### src/rtl/rom_arbiter.sv
// Round-robin arbiter giving instruction fetch (A) and data load (B) shared access to one code ROM.
// A tag pipeline follows each read so the returned word reaches the port that issued it.
module rom_arbiter #(
  parameter int DATA_WIDTH = 32,
  parameter int ADDR_WIDTH = 32,
  parameter int RD_LATENCY = 1
) (
  input  logic                  clk,
  input  logic                  rst_n,
  input  logic                  a_req,
  input  logic [ADDR_WIDTH-1:0] a_addr,
  output logic                  a_gnt,
  output logic                  a_rvalid,
  output logic [DATA_WIDTH-1:0] a_rdata,
  input  logic                  b_req,
  input  logic [ADDR_WIDTH-1:0] b_addr,
  output logic                  b_gnt,
  output logic                  b_rvalid,
  output logic [DATA_WIDTH-1:0] b_rdata,
  output logic                  rom_rd_ena,
  output logic [ADDR_WIDTH-1:0] rom_address,
  input  logic [DATA_WIDTH-1:0] rom_data
);

  // last_gnt_q = 1 means B was granted most recently, so A wins the next tie
  logic                  last_gnt_q, last_gnt_d;
  logic [RD_LATENCY-1:0] vld_q, vld_d;
  logic [RD_LATENCY-1:0] sel_q, sel_d;
  logic                  pick_a, pick_b;

  always_comb begin
    pick_a      = a_req & (~b_req | last_gnt_q);
    pick_b      = b_req & (~a_req | ~last_gnt_q);
    a_gnt       = pick_a & rst_n;
    b_gnt       = pick_b & rst_n;
    rom_rd_ena  = a_gnt | b_gnt;
    rom_address = '0;
    if (a_gnt) begin
      rom_address = a_addr;
    end else if (b_gnt) begin
      rom_address = b_addr;
    end

    last_gnt_d = last_gnt_q;
    if (a_gnt) begin
      last_gnt_d = 1'b0;
    end else if (b_gnt) begin
      last_gnt_d = 1'b1;
    end

    vld_d    = '0;
    sel_d    = '0;
    vld_d[0] = rom_rd_ena;
    sel_d[0] = b_gnt;
    for (int i = 1; i < RD_LATENCY; i++) begin
      vld_d[i] = vld_q[i-1];
      sel_d[i] = sel_q[i-1];
    end
  end

  always_ff @(posedge clk or negedge rst_n) begin
    if (!rst_n) begin
      last_gnt_q <= 1'b1;
      vld_q      <= '0;
      sel_q      <= '0;
    end else begin
      last_gnt_q <= last_gnt_d;
      vld_q      <= vld_d;
      sel_q      <= sel_d;
    end
  end

  // The last tag stage lines up with the ROM's registered output for that read
  always_comb begin
    a_rvalid = vld_q[RD_LATENCY-1] & ~sel_q[RD_LATENCY-1];
    b_rvalid = vld_q[RD_LATENCY-1] &  sel_q[RD_LATENCY-1];
    a_rdata  = a_rvalid ? rom_data : '0;
    b_rdata  = b_rvalid ? rom_data : '0;
  end

endmodule

### config.mk
export PLATFORM = sky130hd
export DESIGN_NAME = rom_arbiter
export DESIGN_NICKNAME = d
export VERILOG_FILES = /design/src/rtl/rom_arbiter.sv
export SDC_FILE = /design/constraint.sdc
export NUM_CORES = 1
export LEC_CHECK = 0
export CAP_MARGIN = 20
export CORE_AREA = 2 2 79 81
export CTS_BUF_LIST = sky130_fd_sc_hd__clkbuf_16
export CTS_CLUSTER_SIZE = 16
export DETAILED_ROUTE_END_ITERATION = 7
export DIE_AREA = 0 0 81 83
export GPL_TIMING_DRIVEN = 1
export PLACE_DENSITY = 0.78
export SYNTH_ARGS = -nofsm -noshare
export SYNTH_HDL_FRONTEND = slang
export SYNTH_SLANG_ARGS = --single-unit
export TNS_END_PERCENT = 20
### constraint.sdc
create_clock -name clk -period 3.45 [get_ports clk]
set_clock_uncertainty 0.1 [all_clocks]
set_input_delay 0.5175 -clock clk [delete_from_list [all_inputs] [get_ports clk]]
set_output_delay 0.5175 -clock clk [all_outputs]
set_load 0.01 [all_outputs]
[After elaboration in Yosys (flattened, before gate mapping)]
Cells that the tools add are included.
Operators by class
  muxes and demuxes: 6
  bitwise gates (word level): 13
  reduce and logical (&&, ||, !) cells: 1
Operator list (number)
  2-to-1 mux 32 bit: 4
  bitwise AND 1 bit: 6
  inverter 1 bit: 4
  OR 1 bit: 3
  2-to-1 mux 1 bit: 2
  nonzero test 2 bit: 1
Storage, ports and cells
  register bits after elaboration: 3
  input bits: 100
  output and inout bits: 101
  logic and storage cells: 23

[Depth between registers and ports, before layout]
  depth after elaboration: 6
  depth in mapped cells: 4
  gate-level depth less buffers: 3

[Least setup slack after synthesis]
OpenSTA, ideal clock, no wires.
  kind: input -> output
  from: input rst_n
  to: output rom_address[10]
  arrival time: 1.093 ns
  required time: 2.832 ns
  setup slack: 1.739 ns
  cell stages on the path: 4
  path buffers: 2
  cell sequence: buf_4 -> buf_2 -> nand2_1 -> o22ai_1
On the way
  longest elaborated chain between the ends: 3
  elaborated cells on any way between the ends: 4
  those cells by class: mux (2); bitwise (2)
RTL lines
  start, declared: line 9  | input logic rst_n,
  bitwise AND 1 bit: line 35  | b_gnt = pick_b & rst_n;
  2-to-1 mux 32 bit: line 40  | end else if (b_gnt) begin
  2-to-1 mux 32 bit *: line 38  | if (a_gnt) begin
  end, declared: line 21  | output logic [ADDR_WIDTH-1:0] rom_address,
Every way passes the cells marked *; elsewhere a longest branch is shown, timed or not.

[Worst setup path in the final report]
  from: input b_req
  to: output rom_address[19]
On the way
  longest elaborated chain between the ends: 5
  elaborated cells on any way between the ends: 8
  those cells by class: mux (2); bitwise (6)
RTL lines
  start, declared: line 15  | input logic b_req,
  inverter 1 bit: line 32  | pick_a = a_req & (~b_req | last_gnt_q);
  OR 1 bit: line 32
  bitwise AND 1 bit: line 32
  bitwise AND 1 bit: line 34  | a_gnt = pick_a & rst_n;
  2-to-1 mux 32 bit *: line 38
Marked as above.

==> run metrics <==
status complete, no violations; clock input transition at the sequential cells of the worst setup and hold paths ~0.03 ns; Rel. slew slack between 60% and 70%; Netlist cell types 19; largest family of logic cells by synthesized area simple AND/OR/NAND/NOR gates; initial antenna violation count 0; Reg area about 76 µm²; area of the multi-input gates 973 µm²; Final setup viols 0; fin. max-slew vios 0; mux share of post-synthesis cell area 0%; largest fanout on the critical path 20; pwr dens 194 mW/mm²; Post-route DRC 0; Yosys warning count 0; P_leak 0.00137 µW; crit path from b_req; maximum clock rate approximately 360 MHz; largest net degree at the start of global routing 42; Final Cycle Share between 80% and 90%; clock root buffer clkbuf_16; maximum clock path buffer count 2; CTS tree yes; Cell Rows 28; CP cell instances clkdlybuf4s50_1 > inv_2 > o21ai_4 > buf_4 > o22ai_2 > clkdlybuf4s50_1; first-pass GRT wire length 9110 µm; Post-CTS Setup Inserts 0; nets 488; post-synthesis compound-gate area fraction 24.2%; worst r2r src last_gnt_q; Final WS setup 0.645 ns; buffers plus inverters on the worst setup path 4; Worst-Margin Slew around 0.55 ns; die area between 0.006 and 0.007 mm²; Post-Place Cells 458; Post-Layout Cell Count 462; Setup TNS 0 ns; sequential area share after synthesis 6.36%; post-synthesis cell area 0.00120 mm²; fin crit period roughly 2.8 ns; CP delay by family, top buffers and inverters; Worst-Skew Late Latency about 0.22 ns; fillcell total 555; Die Wd between 80 and 90 µm; syn_nets around 300; Resized cells post-CTS 0; slowest CP cell clkdlybuf4s50_1; number of H-tree levels 1; synthesized netlist cell count just under 200; RSZ-0062 raised after global routing false; Synth Area in Simple Gates between 50% and 60%; total CTS buffers 3; IO buf count 200; vias 2079; Final GP Congestion roughly 0.75; Critical Path End Type output pin; total clock sinks 3; Final Hold Fails 0; Startpoint Class input pin; post-synthesis register bit count 3; worst endpoint required time between 2 and 3 ns; mean area per synthesized cell a little over 6 µm²; Worst EP arrival between 2 and 2.5 ns; most used cell, CP clkdlybuf4s50_1; wire per inst roughly 13 µm; Adder-Cell Fraction of Synth Area 0%; XOR/XNOR Fraction of Synth Area 0%; drt pass-1 iters 4; DR vias/cell 4.50; diode count 0; Worst Path Class, Setup input pin to output pin; CORE AREA a little under 0.006 mm²; layout cells sized above 1 ~6.5%; dpl ws around 0.64 ns; synthesis-to-layout area growth 174%; Starting Density slightly above 20%; Post-DP HPWL just under 5000 µm; Worst Hold Class input pin to async pin; number of placed I/O pins approximately 200; max_cap viols 0; final wirelength between 6000 and 7000 µm; # hold bufs at CTS 0; hold slack between 0.15 and 0.2 ns; number of global-route vias before repair between 1500 and 2000; crit-path max cell delay around 0.54 ns; DRT iter0 DRCs 42; global route total overflow 0; total track usage roughly 16%; worst vdd ir 242 µV; Antenna Nets Post-Route 0; die span in y between 80 and 90 µm
-- cells in the final DEF (no fill, tap or decap), drive strengths merged, types with 2 or more instances in the layout --
master,instances
clkdlybuf4s50,199
nand2,66
and2,33
and3,32
o22ai,32
buf,8
nor2,4
clkbuf,3
inv,3
dfrtp,2
-- metal layers --
| layer | track usage (%) | share of wire, % | vias up |
|---|---|---|---|
| met1 | 17.8 | 37 | 893 |
| met5 | 0 | 0 | - |
| met4 | 1.85 | 0.66 | 0 |
| met3 | 6.63 | 13 | 4 |
| li1 | - | - | 1052 |
| met2 | 29.9 | 49 | 130 |
-- state kept, by name, indices dropped and copies added (netlist names) --
name	flops
last_gnt_q	1
sel_q	1
vld_q	1
-- per-stage QoR --
step | instance area (µm²) | total power, µW | util (%)
2_1_floorplan | 1200 | 212 | -
3_3_place_gp | 3210 | 456 | 55.2
3_5_place_dp | 3210 | 460 | 55.2
4_1_cts | 3290 | 644 | 56.6
5_1_grt | 3290 | 678 | 56.6
6_report | 3290 | 637 | 56.6
-- path summary, 6_finish.rpt --
| check | end | depth (start not counted) | slack, ns |
|---|---|---|---|
| max | rom_address[19] | 6 | 0.65 |
| min | sel_q | 1 | 0.18 |
| max reg2reg | sel_q | 4 | 2.23 |
| min reg2reg | last_gnt_q | 2 | 0.46 |
| max in group asynchronous | last_gnt_q | 1 | 2.72 |
| min in group clk | last_gnt_q | 2 | 0.46 |
-- synth_stat cells --
cell type  count  area share (%)
buf_1          2            0.63
nor2_1         4             1.3
inv_2          1            0.31
nor2b_4        1             1.1
and2_1        33              17
inv_1          1            0.31
dfrtp_1        2             4.2
a21oi_1        1            0.42
dfstp_2        1             2.2
buf_4          2             1.3
clkbuf_1       6             1.9
buf_6          6             5.6
and3_1        32              17
a31oi_1        1            0.52
buf_2          6             2.5
o22ai_1       22              11
o21ai_4        1             1.4
o22ai_2       10              10
nand2_1       66              21
-- kinds of logic (layout without fill, tap and decap cells) --
kind of cell    Yosys count  after routing
simple gates            136            136
compound gates           35             35
flops                     3              3
buf+inv                  24            213
-- cell type report --
class / count / share of cell area (%)
flip-flops and latches: 3 / 2.32
multi-input cells: 171 / 29.6
repair buffers: 207 / 62.6
well taps: 75 / 2.85
inverters: 2 / 0.228
clock buffers: 3 / 2.28
clock inverters: 1 / 0.114
-- power breakdown --
part           switching, µW  internal (µW)
clock network           30.2            149
registers               3.99           41.1
logic                    160            252
total                    195            442
(Power assumes the default switching activity.)
